--- src/rtl/uart_tx_serializer_if.sv ---
// Byte request handshake between the UART send controller and the TX serializer,
// carrying the frame format controls alongside the data byte.
interface uart_tx_serializer_if;
  logic        tx_req_i;
  logic [7:0]  tx_data_i;
  logic [31:0] baud_cnt_max_i;
  logic [1:0]  paribit_i;
  logic        stopbit_i;
  logic        tx_end_o;
  logic        tx_busy_o;

  modport master (
    output tx_req_i, tx_data_i, baud_cnt_max_i, paribit_i, stopbit_i,
    input  tx_end_o, tx_busy_o
  );

  modport slave (
    input  tx_req_i, tx_data_i, baud_cnt_max_i, paribit_i, stopbit_i,
    output tx_end_o, tx_busy_o
  );
endinterface

--- src/rtl/uart_tx_serializer.sv ---
// Byte-level UART transmitter: start bit, 8 data bits LSB first, optional
// parity, 1 or 2 stop bits, then a one-cycle completion pulse.
module uart_tx_serializer (
  input  logic                      clk_i,
  input  logic                      rstn_i,
  uart_tx_serializer_if.slave       bus,
  output logic                      uart_tx_o
);

  localparam int unsigned CntW  = 32;
  localparam int unsigned DataW = 8;
  localparam int unsigned IdxW  = 3;

  typedef enum logic [2:0] {
    S_IDLE, S_START, S_DATA, S_PARITY, S_STOP, S_DONE
  } state_e;

  state_e            state_q, state_d;
  logic [CntW-1:0]   cnt_q, cnt_d;
  logic [CntW-1:0]   n_q, n_d;
  logic [IdxW-1:0]   idx_q, idx_d;
  logic [DataW-1:0]  data_q, data_d;
  logic [1:0]        par_q, par_d;
  logic              stop_q, stop_d;
  logic              stop2_q, stop2_d;
  logic              line_d, end_d, busy_d;
  logic              bit_done;
  logic              par_en;

  assign bit_done = (cnt_q == n_q - CntW'(1));
  assign par_en   = (par_q == 2'b01) || (par_q == 2'b10);

  // State register
  always_ff @(posedge clk_i) begin
    if (!rstn_i) state_q <= S_IDLE;
    else         state_q <= state_d;
  end

  // Next-state logic
  always_comb begin
    state_d = state_q;
    unique case (state_q)
      S_IDLE:   if (bus.tx_req_i) state_d = S_START;
      S_START:  if (bit_done) state_d = S_DATA;
      S_DATA:   if (bit_done && (idx_q == IdxW'(7))) state_d = par_en ? S_PARITY : S_STOP;
      S_PARITY: if (bit_done) state_d = S_STOP;
      S_STOP:   if (bit_done && (!stop_q || stop2_q)) state_d = S_DONE;
      S_DONE:   state_d = S_IDLE;
      default:  state_d = S_IDLE;
    endcase
  end

  // Frame parameters are captured only on acceptance so mid-frame input changes are inert
  always_comb begin
    cnt_d   = cnt_q;
    n_d     = n_q;
    idx_d   = idx_q;
    data_d  = data_q;
    par_d   = par_q;
    stop_d  = stop_q;
    stop2_d = stop2_q;
    unique case (state_q)
      S_IDLE: begin
        cnt_d   = '0;
        idx_d   = '0;
        stop2_d = 1'b0;
        if (bus.tx_req_i) begin
          data_d = bus.tx_data_i;
          par_d  = bus.paribit_i;
          stop_d = bus.stopbit_i;
          n_d    = (bus.baud_cnt_max_i == '0) ? CntW'(1) : bus.baud_cnt_max_i;
        end
      end
      S_DONE: begin
        cnt_d   = '0;
        idx_d   = '0;
        stop2_d = 1'b0;
      end
      default: begin
        cnt_d = bit_done ? '0 : cnt_q + CntW'(1);
        if ((state_q == S_DATA) && bit_done) idx_d = idx_q + IdxW'(1);
        if ((state_q == S_STOP) && bit_done) stop2_d = 1'b1;
      end
    endcase
  end

  // Outputs decoded from the next state so the registered line leads with no extra latency
  always_comb begin
    line_d = 1'b1;
    end_d  = 1'b0;
    busy_d = (state_d != S_IDLE);
    unique case (state_d)
      S_START:  line_d = 1'b0;
      S_DATA:   line_d = data_d[idx_d];
      S_PARITY: line_d = (par_d == 2'b10) ? ^data_d : ~^data_d;
      S_DONE:   end_d  = 1'b1;
      default:  line_d = 1'b1;
    endcase
  end

  // Datapath and output registers
  always_ff @(posedge clk_i) begin
    if (!rstn_i) begin
      cnt_q         <= '0;
      n_q           <= CntW'(1);
      idx_q         <= '0;
      data_q        <= '0;
      par_q         <= '0;
      stop_q        <= 1'b0;
      stop2_q       <= 1'b0;
      uart_tx_o     <= 1'b1;
      bus.tx_end_o  <= 1'b0;
      bus.tx_busy_o <= 1'b0;
    end else begin
      cnt_q         <= cnt_d;
      n_q           <= n_d;
      idx_q         <= idx_d;
      data_q        <= data_d;
      par_q         <= par_d;
      stop_q        <= stop_d;
      stop2_q       <= stop2_d;
      uart_tx_o     <= line_d;
      bus.tx_end_o  <= end_d;
      bus.tx_busy_o <= busy_d;
    end
  end

endmodule
--- src/flat_wrapper.sv ---
// flat-port wrapper written by rule: the top's interface ports become plain ports
module uart_tx_serializer_flat 
  (clk_i, rstn_i, uart_tx_o, bus_tx_req_i, bus_tx_data_i, bus_baud_cnt_max_i, bus_paribit_i, bus_stopbit_i, bus_tx_end_o, bus_tx_busy_o);
  uart_tx_serializer_if bus_i ();
  input  logic clk_i;
  input  logic rstn_i;
  output logic uart_tx_o;
  input wire logic [$bits(bus_i.tx_req_i)-1:0] bus_tx_req_i;
  input wire logic [$bits(bus_i.tx_data_i)-1:0] bus_tx_data_i;
  input wire logic [$bits(bus_i.baud_cnt_max_i)-1:0] bus_baud_cnt_max_i;
  input wire logic [$bits(bus_i.paribit_i)-1:0] bus_paribit_i;
  input wire logic [$bits(bus_i.stopbit_i)-1:0] bus_stopbit_i;
  output wire logic [$bits(bus_i.tx_end_o)-1:0] bus_tx_end_o;
  output wire logic [$bits(bus_i.tx_busy_o)-1:0] bus_tx_busy_o;
  assign bus_i.tx_req_i = bus_tx_req_i;
  assign bus_i.tx_data_i = bus_tx_data_i;
  assign bus_i.baud_cnt_max_i = bus_baud_cnt_max_i;
  assign bus_i.paribit_i = bus_paribit_i;
  assign bus_i.stopbit_i = bus_stopbit_i;
  assign bus_tx_end_o = bus_i.tx_end_o;
  assign bus_tx_busy_o = bus_i.tx_busy_o;
  uart_tx_serializer u_core (.clk_i(clk_i), .rstn_i(rstn_i), .bus(bus_i), .uart_tx_o(uart_tx_o));
endmodule
--- config.mk ---
export PLATFORM = sky130hd
export DESIGN_NAME = uart_tx_serializer_flat
export DESIGN_NICKNAME = d
export VERILOG_FILES = /design/src/rtl/uart_tx_serializer_if.sv /design/src/rtl/uart_tx_serializer.sv /design/src/flat_wrapper.sv
export SDC_FILE = /design/constraint.sdc
export NUM_CORES = 1
export LEC_CHECK = 0
export ABC_AREA = 1
export BUFFER_PORTS_ARGS = -buffer_cell sky130_fd_sc_hd__buf_2
export CAP_MARGIN = 5
export CORE_MARGIN = 2
export CORE_UTILIZATION = 45
export CTS_CLUSTER_SIZE = 40
export DETAILED_ROUTE_END_ITERATION = 8
export PLACE_DENSITY = 0.75
export SLEW_MARGIN = 20
export SYNTH_ARGS = -nofsm -noshare
export SYNTH_HDL_FRONTEND = slang
export SYNTH_SLANG_ARGS = --single-unit
--- constraint.sdc ---
create_clock -name clk_i -period 2.2 [get_ports clk_i]
set_input_delay 0.44 -clock clk_i [delete_from_list [all_inputs] [get_ports clk_i]]
set_output_delay 0.44 -clock clk_i [all_outputs]
set_load 0.01 [all_outputs]
==> flow_summary.toml, run 1 <==
[clocking]
cts_tree = "done"
clock_path_buffers = 2
clkTransAtPathRegs_ns = 0.07
cts_buffers = 9
h-tree-depth = 3
root_buffer = "clkbuf_16"
cts_sinks = 85
hold_buffers = 0
insertion_delay_ns = 0.35

[synth]
synthArstFlopShare_pct = 0
synth_top_area_cell = "dfxtp_1"
synth_cell_types = 43
yosysWarnings = 0
syn_avg_cell_area_um2 = 6.59
synth-seq-cells = 85
synthFlopType = "dfxtp_1"
ys_seq_area_share_pct = 32.0
synth_most_common_cell = "nand2_1"
syn_nets = 857
synthCells = 807
synth_edf_count = 0
synth_area_um2 = 5320
synth_commonest_cells = "191 x nand2_1, 120 x nor2_1, 105 x inv_1"
ys_top_cells_by_area = "dfxtp_1 32%, nand2_1 13%, nor2_1 8.5%, inv_1 7.4%, xor2_1 4.6%"
synth_top_cell_area_share_pct = 32.0

[pwr]
p_leak_nw = 3.44
power_density_nw_per_um2 = 620
vdd_ir_drop_max_uv = 425
power.total_mw = 4.45

[sta]
hold_viol = 0
min_period_ns = 2.57
finClkSkew_ns = 0.0112
setup_ws_ns = -0.368
drv_slew = 0
worstMarginPinSlew_ns = 0.455
rsz0062_at_grt = "true"
finalSetupViolations = 42
fin_hold_ws_ns = 0.349
fmax_ghz = 0.389
period_share_pct = 117
tns_ns = -12.15
slew_headroom_pct = 69.4

[global_route]
antenna_found_initial = 0
grt_pass1_vias = 5502
overflow = 0
grt_pass1_wl_um = 25000
grt_max_degree = 51
grt_use_total_pct = 24.2

[detailed_routing]
drt-pass1-iter-count = 6
routedWlPerCell_um = 13.6
drt_iter0_drc = 447
vias = 5733
vias_per_cell = 5.13
wl_um = 15200
ant_nets = 0
drc = 0

[placement]
io_buffers = 48
hpwlAfterDp_um = 11100
gp_congestion = 0.937

[floorplan]
die_h_um = 113
dieArea_um2 = 12700
initial_utilization_pct = 46.4
fp.dieW_um = 113
num_rows = 39
coreArea_um2 = 11500
io-pin-count = 49

[worst_setup_path]
required_ns = 2.44
crit_type = "reg -> reg"
regToRegEndpoint = "u_core.uart_tx_o"
startpoint_type = "flop"
ff2ff_setup_slack_ns = -0.37
worst-endpoint-arrival_ns = 2.81
cp-end-kind = "flop"
path_max_fanout = 8
r2r_cells = 18
critPathLaunch = "u_core.n_q[0]"
r2r_start = "u_core.n_q[0]"

[final_layout]
synthToLayoutAreaGrowth_pct = 35.1
antenna_cells = 0
multi_input_area_um2 = 3320
regArea_um2 = 1710
drive_gt1_share_pct = 28.7
fillers = 961
utilization_pct = 62.7
nets = 1020

[job]
drv_cap = 0

[hold_path]
whs_path_depth = 3
hp-start = "bus_baud_cnt_max_i[8]"
holdPathEnd = "u_core.n_q[8]"
hold_path_class = "in -> reg"

[outcome]
status = "finished, violations left"
violations = "setup timing"
## flip-flops by register name, summed over array words and instances, names as in the netlist
signal and flops:
u_core.cnt_q 32, u_core.data_q 8, u_core.uart_tx_o 1, u_core.par_q 2, u_core.idx_q 3, u_core.stop2_q 1, u_core.bus.tx_busy_o 1, u_core.state_q 3
u_core.stop_q 1, u_core.n_q 32, u_core.bus.tx_end_o 1
## how the worst max path moves through the flow
| stage | endpoint | slack [ns] |
|---|---|---|
| 2_1_floorplan | u_core.uart_tx_o | -0.11 |
| 3_3_place_gp | u_core.uart_tx_o | -0.36 |
| 3_5_place_dp | u_core.uart_tx_o | -0.38 |
| 4_1_cts | u_core.uart_tx_o | -0.33 |
| 5_1_grt | u_core.bus.tx_busy_o | -0.60 |
| 6_report | u_core.uart_tx_o | -0.37 |
## area by class of cell
type,instances,area share [%]
clock buffers,11,3.52
clock inverters,5,1.15
inverters,113,5.90
multi-input cells,594,46.3
flip-flops and latches,85,23.8
well taps,143,2.49
repair buffers,167,16.9
## timing repair
action / in CTS / in global routing
resized for setup: 22 / 31
gates cloned: 2 / 0
buffers inserted: 10 / 5
setup endpoints to repair: 42 / 42
pin swaps: 11 / 15
## power breakdown
part / total (mW) / switching (mW) / internal (mW)
Clock: 1.70 / 0.639 / 1.06
Sequential: 1.69 / 0.0733 / 1.61
Combinational: 1.07 / 0.591 / 0.479
## logic make-up (layout without fill, tap and decap cells)
family / count (synthesis) / count (layout) / synth area share (%)
adder cells (fa/ha/maj): 4 / 4 / 0.941
AND/OR/NAND/NOR: 449 / 449 / 39.8
buffers and inverters: 128 / 296 / 9.25
AO/OA/AOI/OAI: 88 / 88 / 9.04
XOR/XNOR: 44 / 44 / 7.25
flip-flops: 85 / 85 / 32.0
multiplexers: 9 / 9 / 1.69
## cell usage in the layout (no fill, tap or decap), types with 3 or more instances in the layout
| master | Yosys | layout |
|---|---|---|
| xor2_1 | 28 | 28 |
| inv_2 | 7 | 12 |
| nor2_1 | 120 | 107 |
| dfxtp_1 | 85 | 81 |
| xnor2_1 | 16 | 16 |
| o21bai_1 | 3 | 3 |
| mux2i_1 | 9 | 9 |
| clkbuf_16 | 0 | 9 |
| a31oi_1 | 3 | 3 |
| o21ai_1 | 5 | 7 |
| o21ai_0 | 31 | 28 |
| nand2_4 | 1 | 4 |
| a211oi_1 | 6 | 6 |
| inv_1 | 105 | 100 |
| nor3_1 | 10 | 10 |
| buf_12 | 0 | 3 |
| nand3_2 | 4 | 5 |
| nand3b_1 | 8 | 8 |
| nand3_1 | 32 | 30 |
| nor4_1 | 7 | 7 |
| nand2_2 | 8 | 16 |
| nand3_4 | 2 | 3 |
| nor2_2 | 14 | 21 |
| or2_2 | 5 | 5 |
| buf_4 | 0 | 114 |
| nor3b_1 | 10 | 9 |
| nand2_1 | 191 | 180 |
| buf_2 | 3 | 48 |
| nand4_1 | 20 | 20 |
| dfxtp_2 | 0 | 4 |
| a21oi_1 | 36 | 35 |
| nor2_4 | 7 | 13 |
## metrics by stage
stage / setup WS [ns] / instances / cell area (um^2)
after detailed placement: -0.383 / 1085 / 6490
after floorplan: -0.113 / 807 / 5350
after CTS: -0.331 / 1113 / 7040
after global placement: -0.359 / 1085 / 6490
final: -0.368 / 1118 / 7180
after global routing: -0.601 / 1118 / 7180
## layer usage
layer | global-route usage, % | part of all wire (%) | routed length, um
met1 | 31.1 | 44 | 6670
met2 | 40.2 | 46 | 7070
met3 | 3.21 | 6.4 | 969
met4 | 11.5 | 3.4 | 521
met5 | 0 | 0 | 0
## worst max-delay path, stage by stage, from the launching register on
cell and delay [ns]:
dfxtp_2 0.32, inv_2 0.08, ha_4 0.16, nand3_4 0.10
nor2_4 0.17, buf_12 0.14, nand4_1 0.09, nand2_1 0.08
nand3_1 0.09, nor2_2 0.16, nand3_2 0.11, nor2_4 0.21
nand3_4 0.12, or2_1 0.24, o211ai_2 0.08, nand3b_1 0.13
nand3_1 0.07, nand2_1 0.06, nand2_1 0.04
No activity file was read; power rests on OpenSTA's default activity.
==> run 2, diff against run 1 <==
--- a/config.mk
+++ b/config.mk
@@ -12,7 +12,7 @@
 export CORE_UTILIZATION = 45
 export CTS_CLUSTER_SIZE = 40
 export DETAILED_ROUTE_END_ITERATION = 8
-export PLACE_DENSITY = 0.75
+export PLACE_DENSITY = 0.66
 export SLEW_MARGIN = 20
 export SYNTH_ARGS = -nofsm -noshare
 export SYNTH_HDL_FRONTEND = slang
==> flow_summary.toml, run 2 (synthesized netlist as in run 1, its figures left out) <==
[outcome]
status = "finished, violations left"
violations = "setup timing"

[final_layout]
top_regs = "u_core.cnt_q (32), u_core.n_q (32), u_core.data_q (8)"
drive_gt1_share_pct = 29.1
final_common_cell = "nand2_1"
fillers = 1021
synthToLayoutAreaGrowth_pct = 35.4
utilization_pct = 62.8
nets = 1015
layout_common_cells = "185 x nand2_1, 111 x nor2_1, 101 x buf_4"
antenna_cells = 0

[detailed_routing]
wl_um = 14900
drt-pass1-iter-count = 5
vias_per_cell = 4.98
ant_nets = 0
drc = 0
drt_iter0_drc = 312
vias = 5547
routedWlPerCell_um = 13.4

[sta]
slew_headroom_pct = 73.4
tns_ns = -11.03
setup_ws_ns = -0.446
hold_viol = 0
finalSetupViolations = 42
min_period_ns = 2.65
period_share_pct = 120
finClkSkew_ns = 0.00898
fmax_ghz = 0.378
drv_slew = 0
rsz0062_at_grt = "true"
worstMarginPinSlew_ns = 0.397

[floorplan]
initial_utilization_pct = 46.4
num_rows = 39
io-pin-count = 49
die_h_um = 113
fp.dieW_um = 113
coreArea_um2 = 11500
dieArea_um2 = 12700

[global_route]
antenna_found_initial = 0
grt_use_met1_pct = 32.6
overflow = 0
grt_pass1_vias = 5128
grt_busiest_layer = "met2"
grt_pass1_wl_um = 23900
grt_max_degree = 51
grt_use_total_pct = 23.6
gr-usage-met2_pct = 36.8
grtUsageMet3_pct = 4.87

[clocking]
cts_sinks = 85
h-tree-depth = 3
cts_buffers = 9
insertion_delay_ns = 0.36
hold_buffers = 0
root_buffer = "clkbuf_16"
clock_path_buffers = 2
cts_tree = "done"
clkTransAtPathRegs_ns = 0.07

[worst_setup_path]
cp-end-kind = "flop"
worst-endpoint-arrival_ns = 2.95
startpoint_type = "flop"
crit_type = "reg -> reg"
r2r_cells = 23
path_max_fanout = 5
required_ns = 2.51

[pwr]
vdd_ir_drop_max_uv = 706
p_leak_nw = 3.39
power_density_nw_per_um2 = 593

[hold_path]
whs_path_depth = 3
hold_path_class = "in -> reg"

[job]
drv_cap = 0

[placement]
io_buffers = 48
pre_cts_ws_ns = -0.458
gp_congestion = 0.958
hpwlAfterDp_um = 10700
==> run 2: changes by cell type in the layout (fill, tap and decap cells not counted), sizes merged <==
cell / delta
buf: -5
bufbuf: -1
bufinv: -1
clkbuf: -1
clkinv: -1
clkinvlp: +1
inv: +3
==> run 2: final cells by class <==
cell class | instances | area [um^2] | share of cell area, %
timing repair buffer | 162 | 1220 | 16.9
sequential | 85 | 1710 | 23.7
inverter | 113 | 424 | 5.89
clock buffer | 9 | 225 | 3.13
tap | 143 | 179 | 2.49
clock inverter | 7 | 80.1 | 1.11
multi-input combinational | 594 | 3370 | 46.8
==> run 2: worst paths after layout <==
kind / slack (ns) / end / start
worst min register to register: 0.49 / u_core.stop2_q / u_core.stop2_q
worst max register to register: -0.45 / u_core.uart_tx_o / u_core.n_q[1]
worst max-delay path: -0.45 / u_core.uart_tx_o / u_core.n_q[1]
worst min-delay path: 0.33 / u_core.n_q[2] / bus_baud_cnt_max_i[2]
==> run 2: layer usage <==
metal	vias up	part of all wire, %
li1	2884	-
met1	2528	49
met2	117	45
met3	18	4.7
met4	0	1.9
met5	-	0
==> run 2: where the power goes <==
part,switching [mW],internal (mW)
Sequential,0.0759,1.61
Clock,0.684,0.895
Combinational,0.554,0.444
Total,1.31,2.95
==> run 2: worst max-delay path: stages (launching register included) <==
cell	delay [ns]
dfxtp_2	0.34
inv_2	0.07
ha_4	0.15
nand3_4	0.11
nor2_4	0.22
buf_4	0.15
nand2_2	0.04
nand2_1	0.06
nand2_1	0.04
nor2_1	0.09
nand2_1	0.07
nor2_2	0.11
nand3_2	0.10
nor2_4	0.24
nand3_4	0.13
nand2_1	0.09
nand3_2	0.11
inv_1	0.10
nand3_1	0.07
nand2_1	0.07
nand2_1	0.05
nand3_1	0.08
nand2_1	0.05
nand2_1	0.04
==> run 2: timing repair <==
item | in CTS | in global routing
endpoints found under the setup margin | 42 | 43
pin swaps | 7 | 14
cloned | 2 | 1
gates resized for setup | 10 | 58
setup buffers | 7 | 11
==> run 2: metrics by stage <==
step | hold WS [ns] | instances | power (mW) | cell area (um^2)
after global placement | 0.455 | 1077 | 2.63 | 6430
after floorplan | 0.409 | 807 | 2.28 | 5350
after CTS | 0.322 | 1102 | 4.25 | 6890
final | 0.328 | 1113 | 4.27 | 7200
after detailed placement | 0.466 | 1077 | 2.64 | 6430
after global routing | 0.331 | 1113 | 4.48 | 7200
